===== src/rtl/alu_op_seq.sv =====
// alu_op_seq: operation sequencer and result register around the ALU result mux.
// Accepts one operation per valid/ready handshake. It drives operands and unit
// selects to the external logic, shifter and add/sub units. It then captures the
// mux output as the result. Multi-bit shifts are built by feeding the 1-bit
// shifter output back into operand A once per cycle.
module alu_op_seq #(
    parameter int WIDTH = 16,
    parameter int CNT_W = 4
) (
    input  logic             clk,
    input  logic             rst_n,
    input  logic             in_valid,
    output logic             in_ready,
    input  logic [3:0]       opcode,
    input  logic [WIDTH-1:0] opa,
    input  logic [WIDTH-1:0] opb,
    output logic [WIDTH-1:0] opa_out,
    output logic [WIDTH-1:0] opb_out,
    output logic [1:0]       logic_op,
    output logic [1:0]       shift_op,
    output logic             add_sub_sel,
    input  logic             add_sub_cout,
    output logic [1:0]       ar_mux_en,
    input  logic [WIDTH-1:0] ar_mux_in,
    output logic             res_valid,
    input  logic             res_ready,
    output logic [WIDTH-1:0] result,
    output logic             flag_z,
    output logic             flag_n,
    output logic             flag_c,
    output logic             flag_err
);

    typedef enum logic [1:0] {
        S_IDLE  = 2'd0,
        S_EXEC  = 2'd1,
        S_SHIFT = 2'd2,
        S_DONE  = 2'd3
    } state_t;

    state_t           r_state;
    state_t           w_state_next;
    logic [3:0]       r_op;
    logic [CNT_W-1:0] r_cnt;

    logic w_in_is_shift;
    logic w_op_logic;
    logic w_op_addsub;
    logic w_op_illegal;
    logic w_cnt_zero;

    // The opcode class of the incoming request selects the first working state.
    assign w_in_is_shift = (opcode[3:2] == 2'b01);

    // Class decode of the latched operation.
    assign w_op_logic   = (r_op[3:2] == 2'b00);
    assign w_op_addsub  = (r_op[3:1] == 3'b100);
    assign w_op_illegal = !w_op_logic && !w_op_addsub && (r_op[3:2] != 2'b01);
    assign w_cnt_zero   = (r_cnt == '0);

    // State register.
    always_ff @(posedge clk or negedge rst_n) begin
        if (!rst_n) begin
            r_state <= S_IDLE;
        end else begin
            r_state <= w_state_next;
        end
    end

    // Next-state logic, handshake ready and mux select.
    always_comb begin
        w_state_next = r_state;
        in_ready     = 1'b0;
        ar_mux_en    = 2'b00;
        case (r_state)
            S_IDLE: begin
                in_ready = 1'b1;
                if (in_valid) begin
                    w_state_next = w_in_is_shift ? S_SHIFT : S_EXEC;
                end
            end
            S_EXEC: begin
                // Illegal opcodes leave the select at 00, so the mux yields zero.
                if (w_op_logic) begin
                    ar_mux_en = 2'b01;
                end else if (w_op_addsub) begin
                    ar_mux_en = 2'b11;
                end
                w_state_next = S_DONE;
            end
            S_SHIFT: begin
                if (!w_cnt_zero) begin
                    ar_mux_en = 2'b10;
                end else begin
                    w_state_next = S_DONE;
                end
            end
            S_DONE: begin
                if (res_ready) begin
                    w_state_next = S_IDLE;
                end
            end
            default: begin
                w_state_next = S_IDLE;
            end
        endcase
    end

    // Operand, decode, count, result and flag registers.
    always_ff @(posedge clk or negedge rst_n) begin
        if (!rst_n) begin
            opa_out     <= '0;
            opb_out     <= '0;
            r_op        <= '0;
            r_cnt       <= '0;
            logic_op    <= 2'b00;
            shift_op    <= 2'b00;
            add_sub_sel <= 1'b0;
            result      <= '0;
            flag_z      <= 1'b0;
            flag_n      <= 1'b0;
            flag_c      <= 1'b0;
            flag_err    <= 1'b0;
            res_valid   <= 1'b0;
        end else begin
            case (r_state)
                S_IDLE: begin
                    if (in_valid) begin
                        opa_out     <= opa;
                        opb_out     <= opb;
                        r_op        <= opcode;
                        r_cnt       <= opb[CNT_W-1:0];
                        logic_op    <= opcode[1:0];
                        shift_op    <= opcode[1:0];
                        add_sub_sel <= opcode[0];
                    end
                end
                S_EXEC: begin
                    result    <= ar_mux_in;
                    flag_z    <= (ar_mux_in == '0);
                    flag_n    <= ar_mux_in[WIDTH-1];
                    flag_c    <= w_op_addsub ? add_sub_cout : 1'b0;
                    flag_err  <= w_op_illegal;
                    res_valid <= 1'b1;
                end
                S_SHIFT: begin
                    if (!w_cnt_zero) begin
                        // The shifter output becomes the next operand A.
                        opa_out <= ar_mux_in;
                        r_cnt   <= r_cnt - 1'b1;
                    end else begin
                        result    <= opa_out;
                        flag_z    <= (opa_out == '0);
                        flag_n    <= opa_out[WIDTH-1];
                        flag_c    <= 1'b0;
                        flag_err  <= 1'b0;
                        res_valid <= 1'b1;
                    end
                end
                S_DONE: begin
                    if (res_ready) begin
                        res_valid <= 1'b0;
                    end
                end
                default: begin
                    res_valid <= 1'b0;
                end
            endcase
        end
    end

endmodule


===== config.mk =====
export PLATFORM = sky130hd
export DESIGN_NAME = alu_op_seq
export DESIGN_NICKNAME = d
export VERILOG_FILES = /design/src/rtl/alu_op_seq.sv
export SDC_FILE = /design/constraint.sdc
export NUM_CORES = 1
export LEC_CHECK = 0
export ABC_AREA = 1
export BUFFER_PORTS_ARGS = -buffer_cell sky130_fd_sc_hd__buf_2
export CORE_UTILIZATION = 30
export CTS_CLUSTER_DIAMETER = 30
export DETAILED_ROUTE_END_ITERATION = 6
export MAX_ROUTING_LAYER = met4
export REMOVE_ABC_BUFFERS = 1
export SLEW_MARGIN = 20
export SYNTH_ARGS = -nofsm -noshare
export SYNTH_HDL_FRONTEND = slang
export SYNTH_SLANG_ARGS = --single-unit

===== constraint.sdc =====
create_clock -name clk -period 2.46 [get_ports clk]
set_input_delay 0.738 -clock clk [delete_from_list [all_inputs] [get_ports clk]]
set_output_delay 0.738 -clock clk [all_outputs]
set_load 0.03 [all_outputs]

==> impl_metrics.tcl <==
set metrics [dict create \
    period_share 0.959 \
    drt-total-wl_um 8380 \
    synthDistinctLibCells 28 \
    grt_antenna_before_repair 1 \
    track_usage 0.162 \
    pre_cts_ws_ps 351 \
    rsz0062_at_grt "no" \
    max_freq_mhz 424 \
    insertion_delay_ps 340 \
    finalWorstSetupSlack_ps 101 \
    initial_core_util 0.310 \
    synth-edff-count 0 \
    status "finished, final reports clean" \
    synth-seq-cells 62 \
    post-place-cells 621 \
    relSlewSlack 0.752 \
    grt_pass1_vias 2701 \
    layout.nets 563 \
    cp_max_fo 4 \
    synth_top_flop_cell "dfrtp_1" \
    slowest_stage "dfrtp_1" \
    powerDensity_nw_per_um2 1570 \
    synth_area_um2 3220 \
    p_int_mw 3.17 \
    grt.met3_usage 0.0390 \
    switching_share 0.512 \
    drt_iter0_markers 89 \
    power_mw 6.49 \
    use_met2 0.248 \
    cellLeakagePower_nw 2.21 \
    grt_overflow 0 \
    cap_violations 0 \
    ctsHoldBuffers 0 \
    cpPeakStageDelay_ps 420 \
    remaining_drc_errors 0 \
    arrival_ps 1620 \
    vias 2801 \
    hpwl_um 5910 \
    path_clk_slew_ps 80 \
    cts_made_buffers 9 \
    busiest_layer "met2" \
    ant_nets 0 \
    crit_chain "inv_1 > ha_1 > o21ai_4 > a21boi_1 > buf_4" \
    cts_tree "built" \
    cts_sinks 62 \
    wl_per_cell_um 13.0 \
    yosysSeqAreaShare 0.482 \
    pin_count 118 \
    grt_max_degree 63 \
    hold_viol 0 \
    die_w_um 106 \
    fp.dieH_um 106 \
    core-area_um2 10400 \
    place_congestion 0.818 \
    setup_viol 0 \
    grt_use_met1 0.211 \
    crit_path_end_kind "primary output" \
    layout.cells.non_filler 642 \
    synth_area_leaders "dfrtp_1 (48%), nand2_1 (17%), mux2_2 (6.0%)" \
    fill_cells 1126 \
    hp-class "input pin to asynchronous set/reset pin" \
    grt_pass1_wl_um 13600 \
    cp-start-kind "register" \
    vias_per_cell 4.36 \
    io_buffer_count 117 \
    drt-pass1-iter-count 4 \
    area_delta_synth_final_pct 28.2 \
    combPwrFrac 0.571 \
    drv_slew 0 \
    p_clk_frac 0.141 \
    period_needed_ps 2360 \
    rows 37 \
    clockBufferDepth 2 \
    ys_warn_count 0 \
    cts_root_buffer "clkbuf_8" \
    synth_top_area_cell "dfrtp_1" \
    power_switching_mw 3.32 \
    postSynthCellCount 385 \
    synthArstFlopShare 1.00 \
    fin_skew_ps 10.0 \
    die-area_um2 11100 \
    seqPwrFrac 0.289 \
    htreeDepth 3 \
    worstMarginPinSlew_ps 373 \
    drive_above_1_share 0.362 \
    required_ps 1720 \
    ir_worst_vdd_uv 726 \
    crit_type "register to primary output" \
    synth_area_per_cell_um2 8.36 \
    netlist.area_leader.share 0.482 \
]
[final cells by class]
class,count,area [µm²],share of cell area
antenna,1,2.50,0.000607
clock buffer,9,124,0.0300
clock inverter,7,75.1,0.0182
inverter,38,153,0.0370
multi-input combinational,264,1390,0.336
sequential,62,1550,0.376
tap,136,170,0.0412
timing repair buffer,125,663,0.161
[sequential cells by signal, indices dropped and copies added, names as in the netlist]
| signal | flops |
|---|---|
| opb_out | 16 |
| flag_z | 1 |
| result | 16 |
| opa_out | 16 |
| r_cnt | 4 |
| res_valid | 1 |
| r_op | 3 |
| r_state | 2 |
| flag_err | 1 |
| shift_op | 1 |
| flag_c | 1 |
[worst paths after layout]
check / startpoint / depth (start not counted) / endpoint / slack, ps
worst max-delay path: r_state[0] / 5 / ar_mux_en[1] / 100
worst min-delay path: rst_n / 2 / opb_out[11] / 380
worst max register to register: r_state[0] / 9 / opa_out[10] / 270
worst min register to register: flag_z / 2 / flag_z / 480
max in group asynchronous: rst_n / 2 / result[5] / 1760
min in group clk: flag_z / 2 / flag_z / 480
[worst max-delay path: cells and delay by family, from the launching register on]
kind,cells,cell delay [ps]
adders and majority gates,1,250
AOI/OAI and AO/OA,2,280
DFF,1,420
buffers and inverters,2,340
[cell families after synthesis]
group,count (synthesis),synth area share
flip-flops,62,0.482
AND/OR/NAND/NOR,180,0.228
multiplexers,17,0.0595
buffers and inverters,59,0.0953
adder cells (fa/ha/maj),6,0.0233
AO/OA/AOI/OAI,61,0.112
[per-stage QoR]
step / area (µm²) / hold slack [ps] / utilization / setup TNS [ps]
after floorplan: 3060 / 442 / - / -425
after global placement: 3860 / 457 / 0.372 / 0
after detailed placement: 3860 / 462 / 0.372 / 0
after CTS: 4090 / 402 / 0.394 / 0
after global routing: 4130 / 408 / 0.398 / 0
final: 4130 / 377 / 0.398 / 0
[power groups by stage]
stage               registers, mW  clock network, mW  logic, mW
floorplan                    2.76                  0       1.69
global route                 1.94              0.989       4.10
CTS                          1.88              0.947       3.71
global placement             1.86                  0       3.60
detailed placement           1.89                  0       3.65
finish                       1.88              0.913       3.71
[what timing repair did]
item,4_1_cts,5_1_grt
gates resized for setup,5,2
setup buffers,0,4
pin swaps,0,0
endpoints found under the setup margin,2,2
[cells in the final DEF (no fill, tap or decap)]
cell type	count
nor3b_1	1
a21boi_1	1
buf_4	9
o211ai_1	1
a21boi_0	1
o21ai_4	1
buf_2	115
nor2_1	19
ha_2	1
ha_1	4
clkinv_2	1
clkinvlp_4	3
inv_2	2
inv_4	2
bufinv_16	1
nand2_2	2
dfrtp_1	62
clkinv_4	3
nand3_1	8
nor3_1	1
o21ai_1	8
o21ai_0	37
nand2_1	144
diode_2	1
buf_12	1
nand3b_1	1
a211oi_2	1
nand2_4	1
ha_4	1
nand4_1	1
o21ai_2	11
nand4_2	1
clkbuf_8	9
nand3_4	1
mux2_2	17
inv_1	33
[metal layers]
layer / vias to the layer above / part of all wire / routed length (µm)
met1: 1257 / 0.47 / 3940
met3: 7 / 0.063 / 531
met2: 100 / 0.46 / 3830
li1: 1437 / - / -
met5: - / 0 / 0
met4: 0 / 0.0085 / 71
[synthesized netlist by cell type (5+ instances only)]
cell type  instances
buf_6              5
nand2_1          144
o21ai_1            8
nand3_1            8
o21ai_2           12
buf_2              6
nor2_1            19
ha_1               6
buf_4              8
o21ai_0           37
inv_1             33
dfrtp_1           62
mux2_2            17
Power figures use the tool's default switching activity.
